==> src/rtl/rk_kbd_pkg.sv <==
// Shared FSM state, HID constants and key-map entry type for the RK-86 HID keyboard.
package rk_kbd_pkg;

  typedef enum logic [1:0] {
    ST_IDLE = 2'd0,
    ST_MOD  = 2'd1,
    ST_RSVD = 2'd2,
    ST_KEY  = 2'd3
  } kbd_state_e;

  localparam logic [7:0] ROLLOVER = 8'h01;
  localparam logic [7:0] KEY_F12  = 8'h45;

  localparam int MOD_LCTRL  = 0;
  localparam int MOD_LSHIFT = 1;
  localparam int MOD_LALT   = 2;
  localparam int MOD_RCTRL  = 4;
  localparam int MOD_RSHIFT = 5;

  typedef struct packed {
    logic       valid;
    logic [3:0] row;
    logic [2:0] col;
  } map_entry_t;

  localparam map_entry_t NO_ENTRY = '{valid: 1'b0, row: 4'd0, col: 3'd0};

  function automatic map_entry_t mk_entry(input logic [3:0] row, input logic [2:0] col);
    map_entry_t e;
    e.valid = 1'b1;
    e.row   = row;
    e.col   = col;
    return e;
  endfunction

endpackage

==> src/rtl/rk_kbd_map.sv <==
// HID usage code to RK-86 matrix position {row, col}; purely combinational.
module rk_kbd_map
  import rk_kbd_pkg::*;
(
  input  logic [7:0] code_i,
  output map_entry_t entry_o
);

  logic [4:0] let_idx_s;
  logic [3:0] dig_idx_s;

  // Letters and digits 1-9 are contiguous runs in both HID and the RK layout.
  assign let_idx_s = 5'(code_i - 8'h03);
  assign dig_idx_s = 4'(code_i - 8'h1D);

  always_comb begin
    entry_o = NO_ENTRY;
    if ((code_i >= 8'h04) && (code_i <= 8'h1D)) begin
      entry_o = mk_entry(4'd4 + {2'b00, let_idx_s[4:3]}, let_idx_s[2:0]);
    end else if ((code_i >= 8'h1E) && (code_i <= 8'h26)) begin
      entry_o = mk_entry(4'd2 + {3'b000, dig_idx_s[3]}, dig_idx_s[2:0]);
    end else begin
      case (code_i)
        8'h4A: entry_o = mk_entry(4'd0, 3'd0);
        8'h4C: entry_o = mk_entry(4'd0, 3'd1);
        8'h29: entry_o = mk_entry(4'd0, 3'd2);
        8'h3A: entry_o = mk_entry(4'd0, 3'd3);
        8'h3B: entry_o = mk_entry(4'd0, 3'd4);
        8'h3C: entry_o = mk_entry(4'd0, 3'd5);
        8'h3D: entry_o = mk_entry(4'd0, 3'd6);
        8'h3E: entry_o = mk_entry(4'd0, 3'd7);
        8'h2B: entry_o = mk_entry(4'd1, 3'd0);
        8'h58: entry_o = mk_entry(4'd1, 3'd1);
        8'h28: entry_o = mk_entry(4'd1, 3'd2);
        8'h2A: entry_o = mk_entry(4'd1, 3'd3);
        8'h50: entry_o = mk_entry(4'd1, 3'd4);
        8'h52: entry_o = mk_entry(4'd1, 3'd5);
        8'h4F: entry_o = mk_entry(4'd1, 3'd6);
        8'h51: entry_o = mk_entry(4'd1, 3'd7);
        8'h27: entry_o = mk_entry(4'd2, 3'd0);
        8'h34: entry_o = mk_entry(4'd3, 3'd2);
        8'h33: entry_o = mk_entry(4'd3, 3'd3);
        8'h36: entry_o = mk_entry(4'd3, 3'd4);
        8'h2D: entry_o = mk_entry(4'd3, 3'd5);
        8'h37: entry_o = mk_entry(4'd3, 3'd6);
        8'h38: entry_o = mk_entry(4'd3, 3'd7);
        8'h35: entry_o = mk_entry(4'd4, 3'd0);
        8'h2F: entry_o = mk_entry(4'd7, 3'd3);
        8'h31: entry_o = mk_entry(4'd7, 3'd4);
        8'h30: entry_o = mk_entry(4'd7, 3'd5);
        8'h2E: entry_o = mk_entry(4'd7, 3'd6);
        8'h2C: entry_o = mk_entry(4'd7, 3'd7);
        // Caps lock sits on a ninth row that only exists when ROWS > 8.
        8'h39: entry_o = mk_entry(4'd8, 3'd0);
        default: entry_o = NO_ENTRY;
      endcase
    end
  end

endmodule

==> src/rtl/rk_kbd_hid.sv <==
// HID boot-report parser building an atomically committed RK-86 key matrix.
// Optional inter-byte timeout abort is enabled by defining RK_KBD_TIMEOUT_EN.
module rk_kbd_hid
  import rk_kbd_pkg::*;
#(
  parameter int         ROWS        = 8,
  parameter int         COLS        = 8,
  parameter int         NKEYS       = 6,
  parameter logic [7:0] HDR         = 8'hFE,
  parameter int         TIMEOUT_CYC = 50000
) (
  input  logic            clk,
  input  logic            reset,
  input  logic [7:0]      rx_byte,
  input  logic            rx_stb,
  input  logic [ROWS-1:0] addr,
  output logic [COLS-1:0] odata,
  output logic [2:0]      shift,
  output logic            k_reset,
  output logic            frame_err
);

  localparam int SLOT_W = (NKEYS > 1) ? $clog2(NKEYS) : 1;
  localparam logic [SLOT_W-1:0] LAST_SLOT = SLOT_W'(NKEYS - 1);

  kbd_state_e                 state_q, state_d;
  logic [2:0]                 mod_q, mod_d;
  logic [SLOT_W-1:0]          slot_q, slot_d;
  logic [ROWS-1:0][COLS-1:0]  shadow_q, shadow_d;
  logic                       err_q, err_d;
  logic                       srst_q, srst_d;
  logic [ROWS-1:0][COLS-1:0]  matrix_q, matrix_d;
  logic [2:0]                 shift_q, shift_d;
  logic                       k_reset_q, k_reset_d;
  logic                       frame_err_q, frame_err_d;
  logic [ROWS-1:0][COLS-1:0]  key_bits_s;
  logic                       timeout_s;
  map_entry_t                 entry_s;

  rk_kbd_map u_map (
    .code_i  (rx_byte),
    .entry_o (entry_s)
  );

  // Single-bit image of the current byte; out-of-range rows/cols never match.
  always_comb begin
    key_bits_s = '0;
    for (int r = 0; r < ROWS; r++) begin
      for (int c = 0; c < COLS; c++) begin
        key_bits_s[r][c] = entry_s.valid && (entry_s.row == 4'(r)) && (entry_s.col == 3'(c));
      end
    end
  end

`ifdef RK_KBD_TIMEOUT_EN
  localparam int TMR_W = (TIMEOUT_CYC > 1) ? $clog2(TIMEOUT_CYC) : 1;
  logic [TMR_W-1:0] timer_q;

  assign timeout_s = (state_q != ST_IDLE) && (timer_q == TMR_W'(TIMEOUT_CYC - 1));

  // Inter-byte timer: restarts on every strobe, idles at zero outside a frame.
  always_ff @(posedge clk) begin
    if (reset) begin
      timer_q <= '0;
    end else if (rx_stb || (state_q == ST_IDLE)) begin
      timer_q <= '0;
    end else begin
      timer_q <= timer_q + TMR_W'(1);
    end
  end
`else
  assign timeout_s = 1'b0;
`endif

  // Frame parser next state and commit logic.
  always_comb begin
    state_d     = state_q;
    mod_d       = mod_q;
    slot_d      = slot_q;
    shadow_d    = shadow_q;
    err_d       = err_q;
    srst_d      = srst_q;
    matrix_d    = matrix_q;
    shift_d     = shift_q;
    k_reset_d   = k_reset_q;
    frame_err_d = 1'b0;
    if (rx_stb) begin
      case (state_q)
        ST_IDLE: begin
          if (rx_byte == HDR) begin
            state_d = ST_MOD;
          end else begin
            state_d = ST_IDLE;
          end
        end
        ST_MOD: begin
          mod_d   = {rx_byte[MOD_LALT],
                     rx_byte[MOD_LCTRL] | rx_byte[MOD_RCTRL],
                     rx_byte[MOD_LSHIFT] | rx_byte[MOD_RSHIFT]};
          state_d = ST_RSVD;
        end
        ST_RSVD: begin
          shadow_d = '0;
          err_d    = 1'b0;
          srst_d   = 1'b0;
          slot_d   = '0;
          state_d  = ST_KEY;
        end
        ST_KEY: begin
          shadow_d = shadow_q | key_bits_s;
          if (rx_byte == ROLLOVER) begin
            err_d = 1'b1;
          end else begin
            err_d = err_q;
          end
          if (rx_byte == KEY_F12) begin
            srst_d = 1'b1;
          end else begin
            srst_d = srst_q;
          end
          if (slot_q == LAST_SLOT) begin
            state_d = ST_IDLE;
            slot_d  = '0;
            // A rollover anywhere in the report leaves the visible state untouched.
            if (err_d) begin
              frame_err_d = 1'b1;
            end else begin
              matrix_d  = shadow_d;
              shift_d   = mod_q;
              k_reset_d = srst_d;
            end
          end else begin
            slot_d = slot_q + SLOT_W'(1);
          end
        end
        default: begin
          state_d = ST_IDLE;
        end
      endcase
    end else if (timeout_s) begin
      state_d     = ST_IDLE;
      slot_d      = '0;
      frame_err_d = 1'b1;
    end else begin
      state_d = state_q;
    end
  end

  // State and output registers.
  always_ff @(posedge clk) begin
    if (reset) begin
      state_q     <= ST_IDLE;
      mod_q       <= 3'b000;
      slot_q      <= '0;
      shadow_q    <= '0;
      err_q       <= 1'b0;
      srst_q      <= 1'b0;
      matrix_q    <= '0;
      shift_q     <= 3'b000;
      k_reset_q   <= 1'b0;
      frame_err_q <= 1'b0;
    end else begin
      state_q     <= state_d;
      mod_q       <= mod_d;
      slot_q      <= slot_d;
      shadow_q    <= shadow_d;
      err_q       <= err_d;
      srst_q      <= srst_d;
      matrix_q    <= matrix_d;
      shift_q     <= shift_d;
      k_reset_q   <= k_reset_d;
      frame_err_q <= frame_err_d;
    end
  end

  // Column read: OR of every selected row of the committed matrix.
  always_comb begin
    odata = '0;
    for (int r = 0; r < ROWS; r++) begin
      if (addr[r]) begin
        odata = odata | matrix_q[r];
      end else begin
        odata = odata;
      end
    end
  end

  assign shift     = shift_q;
  assign k_reset   = k_reset_q;
  assign frame_err = frame_err_q;

endmodule
==> config.mk <==
export PLATFORM = sky130hd
export DESIGN_NAME = rk_kbd_hid
export DESIGN_NICKNAME = d
export VERILOG_FILES = /design/src/rtl/rk_kbd_pkg.sv /design/src/rtl/rk_kbd_map.sv /design/src/rtl/rk_kbd_hid.sv
export SDC_FILE = /design/constraint.sdc
export NUM_CORES = 1
export LEC_CHECK = 0
export CAP_MARGIN = 25
export CORE_MARGIN = 2
export CORE_UTILIZATION = 60
export DETAILED_ROUTE_END_ITERATION = 8
export PLACE_DENSITY = 0.82
export SLEW_MARGIN = 20
export SYNTH_ARGS = -nofsm -noshare
export SYNTH_HDL_FRONTEND = slang
export SYNTH_SLANG_ARGS = --single-unit
==> constraint.sdc <==
create_clock -name clk -period 4.5 [get_ports clk]
set_clock_uncertainty 0.15 [all_clocks]
set_input_delay 0.45 -clock clk [delete_from_list [all_inputs] [get_ports clk]]
set_output_delay 0.45 -clock clk [all_outputs]
set_load 0.02 [all_outputs]
* Yosys cells after proc, flatten, opt, wreduce, memory -nomap -nowiden
Memory sizes are Yosys's and may differ from the RTL's.
Cells that the tools add are included.
** Word-level totals
- Word-level logic and storage cells :: 177
- ROM bits :: 1024
- Bits of input ports :: 19
- Memories kept :: 1
- Register bits after elaboration :: 143
** Operators by class
- Order comparisons :: 4
- Bitwise logic cells :: 14
- Mux-type cells :: 24
- Eq/ne operators :: 22
- Add/sub/neg operators :: 5
- Reductions and logical operators :: 83
** Memory list
- (name not given) :: words 128, width 8, read ports 1, clocked after memory_dff 0, write ports 0, line rk_kbd_map.sv:23 : case (code_i)
** Operators by type and width (count)
- 64-bit one-hot mux with 2 select lines :: 1
- 8-bit 2-to-1 mux :: 11
- 1-bit logical AND :: 74
- 64-bit OR :: 1
- 8-bit OR :: 7
- 4-bit by 3-bit == test with 1-bit output, second input constant :: 4
- 3-bit == test, second input constant :: 5
- 4-bit by 2-bit == test with 1-bit output, second input constant :: 2
- 8-bit by 1-bit == test with 1-bit output, second input constant :: 1
- 8-bit by 7-bit == test with 1-bit output, second input constant :: 1
- 8-bit == test, second input constant :: 1
- 8-bit by 3-bit greater-or-equal comparator with 1-bit output, second input constant :: 1
- 8-bit by 5-bit greater-or-equal comparator with 1-bit output, second input constant :: 1
- 8-bit by 5-bit less-or-equal comparator with 1-bit output, second input constant :: 1
- 8-bit by 6-bit less-or-equal comparator with 1-bit output, second input constant :: 1
- 2-bit one-hot mux with 4 select lines :: 1
- 3-bit by 2-bit == test with 1-bit output, second input constant :: 2
- 1-bit 2-to-1 mux :: 6
- 3-bit one-hot mux with 2 select lines :: 1
- 2-bit AND reduction :: 3
- 5-bit by 2-bit subtractor with 5-bit output, second input constant :: 1
- 3-bit by 2-bit adder with 4-bit output, first input constant :: 1
- 2-bit == test, second input constant :: 2
- 4-bit by 1-bit == test with 1-bit output, second input constant :: 1
- 17 further kinds :: 22

* Longest topological paths before layout
Gate-level depths: netlist (run 1).
- Depth after elaboration :: 15
- Gate-level depth with buffers :: 12

* By module
Synthesis (run 1) repeated with hierarchy kept, for this count alone.
** Unflattened totals
- Cell total of the unflattened synthesis :: 807
- Area, all modules :: 6840.3 um^2
** By module, submodules not included
- rk_kbd_hid :: cells an instance 678, area an instance 5990.7 um^2, instances 1, sequential area each 2862.7 um^2
- rk_kbd_map :: cells an instance 129, area an instance 849.6 um^2, instances 1, sequential area each 0.0 um^2

* Worst setup path before layout (run 1)
Ideal clock, no wire load.
- Path type :: input port to flip-flop
- Start :: input rx_byte[0]
- End :: register matrix_q[4] (netlist name)
- Library setup time :: 0.101 ns
- Arrival :: 2.994 ns
- Stages on the path :: 12
- Setup slack :: 1.255 ns
- Path through :: clkbuf_1 > inv_1 > ha_1 > clkbuf_1 > or4bb_1 > a31oi_1 > a22oi_1 > or2_2 > o221a_2 > buf_2 > buf_4 > o41ai_1
** Between the ends
- Cells in the longest elaborated chain, start to end :: 8
- Elaborated cells between the ends (all ways) :: 25
- Classes of those cells :: add/sub (4); order compare (4); eq/ne (2); mux (6); bitwise (2); reduce/logical (6); memory (1)
** RTL lines
- from (decl) :: line rk_kbd_hid.sv:14 : input logic [7:0] rx_byte,
- memory read 128 x 8 bit, or another cell as far along
- 8-bit 2-to-1 mux, or another cell as far along :: line rk_kbd_map.sv:23
- 8-bit 2-to-1 mux :: line rk_kbd_map.sv:20 : end else if ((code_i >= 8'h1E) && (code_i <= 8'h26)) begin
- 8-bit 2-to-1 mux :: line rk_kbd_map.sv:18 : if ((code_i >= 8'h04) && (code_i <= 8'h1D)) begin
- 4-bit zero test :: line rk_kbd_hid.sv:50 : key_bits_s[r][c] = entry_s.valid && (entry_s.row == 4'(r)) && (entry_s.col == 3'(c));
- 1-bit logical AND (2 in series) :: line rk_kbd_hid.sv:50
- 64-bit OR :: line rk_kbd_hid.sv:110 : shadow_d = shadow_q | key_bits_s;
- to (signal assigned) :: line rk_kbd_hid.sv:169 : matrix_q <= matrix_d;
- to (decl) :: line rk_kbd_hid.sv:32 : logic [ROWS-1:0][COLS-1:0] matrix_q, matrix_d;
Parallel ways exist; a longest one is shown, timed or not. The select of a mux whose other input is x is not followed.
A chain may end at the register's enable or synchronous reset.

* Worst setup path in the final report (run 1)
- Start :: input rx_byte[1]
- End :: register shadow_q[49] (netlist name)
** Between the ends
- Cells in the longest elaborated chain, start to end :: 9
- Elaborated cells between the ends (all ways) :: 20
- Classes of those cells :: add/sub (4); order compare (4); eq/ne (2); mux (4); bitwise (1); reduce/logical (4); memory (1)
** RTL lines
- memory read 128 x 8 bit, or another cell as far along
- 8-bit 2-to-1 mux, or another cell as far along :: line rk_kbd_map.sv:23
- 8-bit 2-to-1 mux :: line rk_kbd_map.sv:20
- 8-bit 2-to-1 mux * :: line rk_kbd_map.sv:18
- 4-bit by 3-bit == test with 1-bit output :: line rk_kbd_hid.sv:50
- 1-bit logical AND :: line rk_kbd_hid.sv:50
- 1-bit logical AND * :: line rk_kbd_hid.sv:50
- 64-bit OR * :: line rk_kbd_hid.sv:110
- 64-bit one-hot mux with 2 select lines * :: line rk_kbd_hid.sv:88 : case (state_q)
- to (signal assigned) :: line rk_kbd_hid.sv:166 : shadow_q <= shadow_d;
- to (decl) :: line rk_kbd_hid.sv:29 : logic [ROWS-1:0][COLS-1:0] shadow_q, shadow_d;
Mark *: on every way between the ends. The rest lies on a longest branch, timed or not.

==> metrics.md, run 1 <==
| Metric | Value |
|---|---|
| HP Class | `input pin to register` |
| Total power | `between 2 and 3 mW` |
| Yosys reg bits | `143` |
| Post-synthesis net count | `836` |
| Max frequency | `roughly 270 MHz` |
| FP Rows | `39` |
| Final period util | `80.88%` |
| YS warnings | `0` |
| CP delay by family, top | `compound AO/OA/AOI/OAI gates` |
| GP Congestion | `0.9133` |
| Max-slew headroom | `a little over a third` |
| Post-CTS Hold Fix Bufs | `0` |
| CP max stage delay | `620 ps` |
| Reg2Reg Depth | `6` |
| Post-Synthesis Mean Instance Area | `between 8 and 9 sq um` |
| Required @ worst endpoint | `around 4700 ps` |
| Die area | `between 10000 and 15000 sq um` |
| Drt first pass iters | `8` |
| Post-route insts no fill | `950` |
| CP endpoint kind | `register` |
| Tot GR Track Use | `between 30% and 40%` |
| DP HPWL | `12960 um` |
| CTS tree | `built` |
| CP max stage cell | `clkdlybuf4s50_1` |
| Sequential share of power | `44.5%` |
| Commonest non-fill, non-tap cell in the layout | `nand2_1` |
| Internal power | `between 2 and 2.5 mW` |
| Commonest non-fill, non-tap cells in the layout | `148 x nand2_1, 143 x dfxtp_1, 74 x o31ai_1, 37 x mux2i_1, 35 x a22oi_1` |
| CP endpoint | `shadow_q[49]$_SDFFE_PP0P_` |
| Slew Viols, Final | `0` |
| Global route total overflow | `0` |
| Status | `finished, violations left` |
| Number of synthesized flops with an enable pin | `0` |
| CTS HTree Levels | `4` |
| Switching share of power | `24.77%` |
| Worst VDD drop | `approximately 270 uV` |
| Failing checks | `design-rule violations` |
| Starting Density | `62.20%` |
| # Post-CTS Setup Buffers | `0` |
| WL final | `20490 um` |
| Dpl ws | `491.2 ps` |
| Mapped Cells | `about 800` |
| Critical R2R Launch | `state_q[0]$_SDFFE_PP0P_` |
| Initial antenna violation count | `0` |
| CP bufs+invs | `3` |
| Sink Count | `143` |
| Leakage | `2.661 nW` |
| Sequential area share after synthesis | `39.97%` |
| Core region area | `11520 sq um` |
| Worst-Skew Late Latency | `430 ps` |
| First-pass GRT wire length | `32870 um` |
| CP startpoint | `rx_byte[1]` |
| DR iter-0 viols | `939` |
| Layout cells sized above 1 | `a little over a tenth` |
| Bufs on Longest Clock Path | `2` |
| Synth cell types | `69` |
| Largest net degree at the start of global routing | `81` |
| Residual DRC | `2` |
| Crit path DAT | `3790 ps` |
| Worst R2R End | `matrix_q[54]$_SDFFE_PP0P_` |
| PortBufs | `31` |
| Vias in the first global route | `6393` |
| DRT antenna net count | `0` |
| WL/cell | `21.57 um` |
| Clock Power Share | `46.7%` |
| Setup Viol. Count Final | `0` |
| Worst setup SP type | `input pin` |
| Sw Pwr | `0.7066 mW` |
| Comb pwr share | `8.7%` |
| RSZ-0062 raised after global routing | `false` |
| Via density | `6.999` |
| Nets | `831` |
| Post-synth ARST share | `0%` |
| ANT cells | `0` |
| Post-synthesis cell area | `between 7000 and 8000 sq um` |
| Post-layout min period | `3640 ps` |
| Worst Tran Pin Value | `roughly 950 ps` |
| Worst-path cell chain | `clkdlybuf4s50_1 -> inv_1 -> ha_1 -> xnor2_1 -> nand2_1 -> o21ai_0 -> a221oi_1 -> a32oi_2 -> buf_4 -> o31ai_1` |
| Post_cts resized | `0` |
| Clock buffer count from CTS | `17` |
| Worst path depth | `10` |
| Final Worst Setup Slack | `860.4 ps` |
| Ys flop type | `dfxtp_1` |
| Worst Setup Path Type | `input pin to register` |
| Placed cell count | `919` |
| Die Ht | `113.3 um` |
| Layout overhead on the synthesized area | `13.22%` |
| Reg clk slew, reported paths | `50 ps` |
| MaxCap Viol Count | `0` |
| R2R Setup Slk | `roughly 1600 ps` |
| Root buf cell | `clkbuf_16` |
| Final hold viol count | `0` |
| Worst Path Max Fanout | `11` |
| I/O pin count | `32` |
| Setup TNS | `0 ps` |
| PwrDens | `351.7 nW/um^2` |
| Total number of vias | `6649` |
| Die X | `113.3 um` |
[through the flow]
| stage | hold slack (ps) | util [%] | cell area, sq um |
|---|---|---|---|
| floorplan | 269.7 | - | 7163 |
| global placement | 279.2 | 65.37 | 7528 |
| detailed placement | 289.0 | 65.37 | 7528 |
| CTS | 193.0 | 70.19 | 8083 |
| global route | 202.5 | 70.43 | 8110 |
| finish | 203.1 | 70.43 | 8110 |
[worst register-to-register path, cell delays in order, from the launching register on]
cell and delay, ps:
dfxtp_1 380, ha_1 260, nand2_1 220, or3_1 450, nor2_2 400, nand4_1 450, o32ai_1 450
[power groups by stage]
stage          clock [mW]  sequential, mW  combinational, mW
6_report             1.33            1.27              0.249
5_1_grt              1.39            1.27              0.264
2_1_floorplan           0            1.30              0.162
3_5_place_dp            0            1.30              0.237
4_1_cts              1.33            1.27              0.238
3_3_place_gp            0            1.30              0.233
[sequential cells by signal (all words and copies together), names as in the netlist]
register,flops
frame_err,1
k_reset,1
shadow_q,64
srst_q,1
slot_q,3
state_q,2
err_q,1
mod_q,3
matrix_q,64
shift,3
[cells by family (layout without fill, tap and decap cells)]
group / count (synthesis) / count (layout) / synth area share (%)
flops: 143 / 143 / 39.97
buf+inv: 88 / 94 / 5.240
fa+ha+maj: 16 / 16 / 2.795
compound gates: 267 / 267 / 29.99
simple gates: 242 / 242 / 15.56
mux: 41 / 41 / 5.956
xor+xnor: 4 / 4 / 0.4892
[area by class of cell]
cell class | count | area (sq um)
flip-flops and latches | 143 | 2863
multi-input cells | 570 | 3970
clock buffers | 20 | 436.7
inverters | 11 | 41.29
clock inverters | 10 | 117.6
well taps | 143 | 178.9
fillers | 864 | 3406
repair buffers | 53 | 503.0
[Yosys cell counts, types with 3 or more instances]
master	n	area (sq um)
or2_2	4	25.02
inv_1	11	41.29
buf_4	4	30.03
o211ai_1	3	22.52
dfxtp_1	143	2863
nor2b_1	5	31.28
nor3_1	9	45.04
nand2_1	148	555.5
mux2_2	3	33.78
a32oi_1	3	26.28
a21oi_1	14	70.07
nand4_1	15	93.84
mux2i_1	37	370.4
o41ai_1	23	201.4
or3_1	3	18.77
clkbuf_1	45	168.9
nand3_1	10	50.05
o211ai_2	6	75.07
buf_1	9	33.78
o32ai_1	32	280.3
a211oi_1	5	37.54
nor2_1	23	86.33
o311a_1	3	30.03
buf_2	18	90.09
o31ai_1	74	555.5
a21o_1	33	247.7
o22ai_1	4	25.02
nand2b_1	4	25.02
ha_1	16	200.2
a22oi_1	35	262.8
o21ai_0	6	30.03
[layer usage]
| metal | GRT usage, % | vias to the layer above | share of wire (%) |
|---|---|---|---|
| li1 | - | 3024 | - |
| met1 | 42.45 | 3234 | 42 |
| met2 | 52.14 | 341 | 48 |
| met3 | 6.695 | 50 | 7.8 |
| met4 | 12.36 | 0 | 2.4 |
| met5 | 0 | - | 0 |
[how the worst min path moves through the flow]
stage | end | startpoint | depth (start not counted)
5_1_grt | frame_err$_SDFF_PP0_ | reset | 3
3_5_place_dp | shadow_q[29]$_SDFFE_PP0P_ | shadow_q[29]$_SDFFE_PP0P_ | 2
6_report | frame_err$_SDFF_PP0_ | reset | 3
3_3_place_gp | shadow_q[13]$_SDFFE_PP0P_ | shadow_q[13]$_SDFFE_PP0P_ | 2
2_1_floorplan | shadow_q[0]$_SDFFE_PP0P_ | shadow_q[0]$_SDFFE_PP0P_ | 2
4_1_cts | frame_err$_SDFF_PP0_ | reset | 3
(Power assumes the default switching activity.)
==> run 2, diff against run 1 <==
- clock period: 4.5 -> 3.7 ns (I/O delays scaled with it)
==> run 2 against run 1 <==
Net effect:
- the run still ends with design-rule violations left
- first-iteration DRC count shrank 6.1%
- register-to-register slack lost 950 ps
- combinational power grew 28%
- global-route usage grew 0.86 points
- power grew 25%
- via count shrank 0.35%
- critical path depth grew 1
- clock power grew 29%
- cell count grew 0.74%
- sequential power grew 21%
- sequential share of layout area shrank 0.58 points
- die area is the same
- critical path type unchanged
- largest power group unchanged
==> metrics.md, run 2 (synthesis gave the netlist of run 1 again) <==
| Metric | Value |
|---|---|
| Fill count | `841 (was 864)` |
| Sw Pwr | `0.9097 mW (was 0.7066 mW)` |
| Residual DRC | `2 (unchanged)` |
| Reg2Reg Depth | `6 (unchanged)` |
| Final period util | `90.19%` |
| GP Congestion | `0.9690 (was 0.9133)` |
| CP max stage cell | `clkdlybuf4s50_1 (unchanged)` |
| DP HPWL | `13170 um (was 12960 um)` |
| Nets | `836 (was 831)` |
| Worst setup SP type | `input pin (unchanged)` |
| HP Class | `input pin to register (unchanged)` |
| Starting Density | `62.20% (unchanged)` |
| DRT antenna net count | `0 (unchanged)` |
| Worst Setup Path Type | `input pin to register (unchanged)` |
| Die Ht | `113.3 um (unchanged)` |
| Post-layout min period | `about 3300 ps` |
| Status | `finished, violations left (unchanged)` |
| Drt first pass iters | `8 (unchanged)` |
| PwrDens | `432.7 nW/um^2 (was 351.7 nW/um^2)` |
| FP Rows | `39 (unchanged)` |
| CP endpoint | `matrix_q[1]$_SDFFE_PP0P_ (was shadow_q[49]$_SDFFE_PP0P_)` |
| Root buf cell | `clkbuf_16 (unchanged)` |
| Commonest non-fill, non-tap cell in the layout | `nand2_1 (unchanged)` |
| RSZ-0062 raised after global routing | `false (unchanged)` |
| Worst-path cell chain | `clkdlybuf4s50_1 -> inv_1 -> ha_1 -> buf_4 -> xnor2_1 -> nand2_1 -> o21ai_0 -> a221oi_1 -> a32oi_2 -> buf_12 -> o41ai_1 (was clkdlybuf4s50_1 -> inv_1 -> ha_1 -> xnor2_1 -> nand2_1 -> o21ai_0 -> a221oi_1 -> a32oi_2 -> buf_4 -> o31ai_1)` |
| Worst R2R End | `matrix_q[19]$_SDFFE_PP0P_ (was matrix_q[54]$_SDFFE_PP0P_)` |
| Critical R2R Launch | `state_q[0]$_SDFFE_PP0P_ (unchanged)` |
| First-pass GRT wire length | `33600 um (was 32870 um)` |
| Clock buffer count from CTS | `17 (unchanged)` |
| Leakage | `2.744 nW (was 2.661 nW)` |
| Layout overhead on the synthesized area | `15.13% (was 13.22%)` |
| Placed cell count | `925 (was 919)` |
| WL/cell | `21.86 um (was 21.57 um)` |
| Slew Viols, Final | `0 (unchanged)` |
| Bufs on Longest Clock Path | `2 (unchanged)` |
| Switching share of power | `25.49% (was 24.77%)` |
| Tot GR Track Use | `33.08% (was 32.22%)` |
| Initial antenna violation count | `0 (unchanged)` |
| Largest net degree at the start of global routing | `68 (was 81)` |
| Worst Tran Pin Value | `771.2 ps (was 953.9 ps)` |
| Post-route insts no fill | `957 (was 950)` |
| MaxCap Viol Count | `0 (unchanged)` |
| Clock Power Share | `47.8% (was 46.7%)` |
| Largest regs | `matrix_q x64, shadow_q x64 (unchanged)` |
| CP endpoint kind | `register (unchanged)` |
| CP max stage delay | `630 ps (was 620 ps)` |
| WL final | `20920 um (was 20490 um)` |
| # Post-CTS Setup Buffers | `0 (unchanged)` |
| CTS tree | `built (unchanged)` |
| Total power | `3.568 mW (was 2.852 mW)` |
| Layout cells sized above 1 | `11.79% (was 10.66%)` |
| R2R Setup Slk | `670 ps (was 1620 ps)` |
| Reg clk slew, reported paths | `60 ps (was 50 ps)` |
| Die area | `12830 sq um (unchanged)` |
| Crit path DAT | `3480 ps (was 3790 ps)` |
| Worst VDD drop | `335.9 uV (was 270.2 uV)` |
| Core region area | `11520 sq um (unchanged)` |
| Setup Viol. Count Final | `0 (unchanged)` |
| Worst-Skew Late Latency | `420 ps (was 430 ps)` |
| I/O pin count | `32 (unchanged)` |
| Final hold viol count | `0 (unchanged)` |
| Post-CTS Hold Fix Bufs | `0 (unchanged)` |
| Vias in the first global route | `6364 (was 6393)` |
| Required @ worst endpoint | `3850 ps (was 4650 ps)` |
| PortBufs | `31 (unchanged)` |
| Internal power | `2.659 mW (was 2.146 mW)` |
| CP startpoint | `rx_byte[1] (unchanged)` |
| Max frequency | `299.7 MHz` |
| Die X | `113.3 um (unchanged)` |
| Sink Count | `143 (unchanged)` |
| ANT cells | `0 (unchanged)` |
| Post_cts resized | `0 (unchanged)` |
| Comb pwr share | `8.9% (was 8.7%)` |
| Sequential share of power | `43.3% (was 44.5%)` |
| Total number of vias | `6626 (was 6649)` |
| DR iter-0 viols | `882 (was 939)` |
| CTS HTree Levels | `4 (unchanged)` |
| Commonest non-fill, non-tap cells in the layout | `148 x nand2_1, 143 x dfxtp_1, 74 x o31ai_1, 37 x mux2i_1, 35 x a22oi_1 (unchanged)` |
| Worst Path Max Fanout | `32 (was 11)` |
| Max-slew headroom | `48.59% (was 36.41%)` |
| Global route total overflow | `0 (unchanged)` |
| Via density | `6.924 (was 6.999)` |
| Failing checks | `design-rule violations (unchanged)` |
run 2: changes by cell type in the layout (fill, tap and decap cells not counted), sizes merged:
cell | previous run | this run
inv | 11 | 14
clkbuf | 20 | 18
clkinv | 4 | 8
clkinvlp | 4 | 1
buf | 23 | 28
run 2: worst min-delay path by stage:
stage	from	slack (ps)	end	cells past startpoint
2_1_floorplan	shadow_q[0]$_SDFFE_PP0P_	270	shadow_q[0]$_SDFFE_PP0P_	2
3_3_place_gp	shadow_q[1]$_SDFFE_PP0P_	280	shadow_q[1]$_SDFFE_PP0P_	2
3_5_place_dp	shadow_q[1]$_SDFFE_PP0P_	290	shadow_q[1]$_SDFFE_PP0P_	2
4_1_cts	reset	180	state_q[1]$_SDFFE_PP0P_	2
5_1_grt	reset	200	slot_q[0]$_SDFFE_PP0P_	2
6_report	reset	180	state_q[1]$_SDFFE_PP0P_	2
run 2: layer usage:
metal	global-route usage, %	vias to the layer above	part of all wire [%]
li1	-	3034	-
met3	6.695	48	8.9
met5	0	-	0
met2	52.34	361	46
met4	9.756	0	2.3
met1	45.94	3183	42
run 2: area by class of cell:
cell class,count,area [sq um],share of cell area (%)
Tap cell,143,178.9,2.170
Timing Repair Buffer,58,595.6,7.222
Clock buffer,18,439.2,5.325
Multi-Input combinational cell,570,3970,48.14
Clock inverter,14,158.9,1.927
Sequential cell,143,2863,34.71
Inverter,11,41.29,0.5007
run 2: per-stage QoR:
step	hold WS (ps)	setup slack (ps)	util, %	TNS, ps	instance area (sq um)
floorplan	269.7	534.6	-	0	7163
global placement	280.1	146.6	66.42	0	7649
detailed placement	288.6	-4.886	66.42	-4.886	7649
CTS	182.5	378.5	71.61	0	8247
global route	197.6	171.1	71.61	0	8247
finish	179.7	362.9	71.61	0	8247
run 2: worst max-delay path: cells and delay by family:
| kind | cells | cell delay, ps |
|---|---|---|
| simple gates | 1 | 60 |
| compound gates | 4 | 1380 |
| fa+ha+maj | 1 | 310 |
| xor+xnor | 1 | 130 |
| buf+inv | 4 | 1200 |
run 2: power by group through the flow:
stage	Sequential, mW	Clock (mW)	Combinational (mW)
global route	1.54	1.78	0.338
floorplan	1.58	0	0.197
finish	1.54	1.71	0.318
detailed placement	1.58	0	0.309
global placement	1.58	0	0.306
CTS	1.54	1.71	0.311
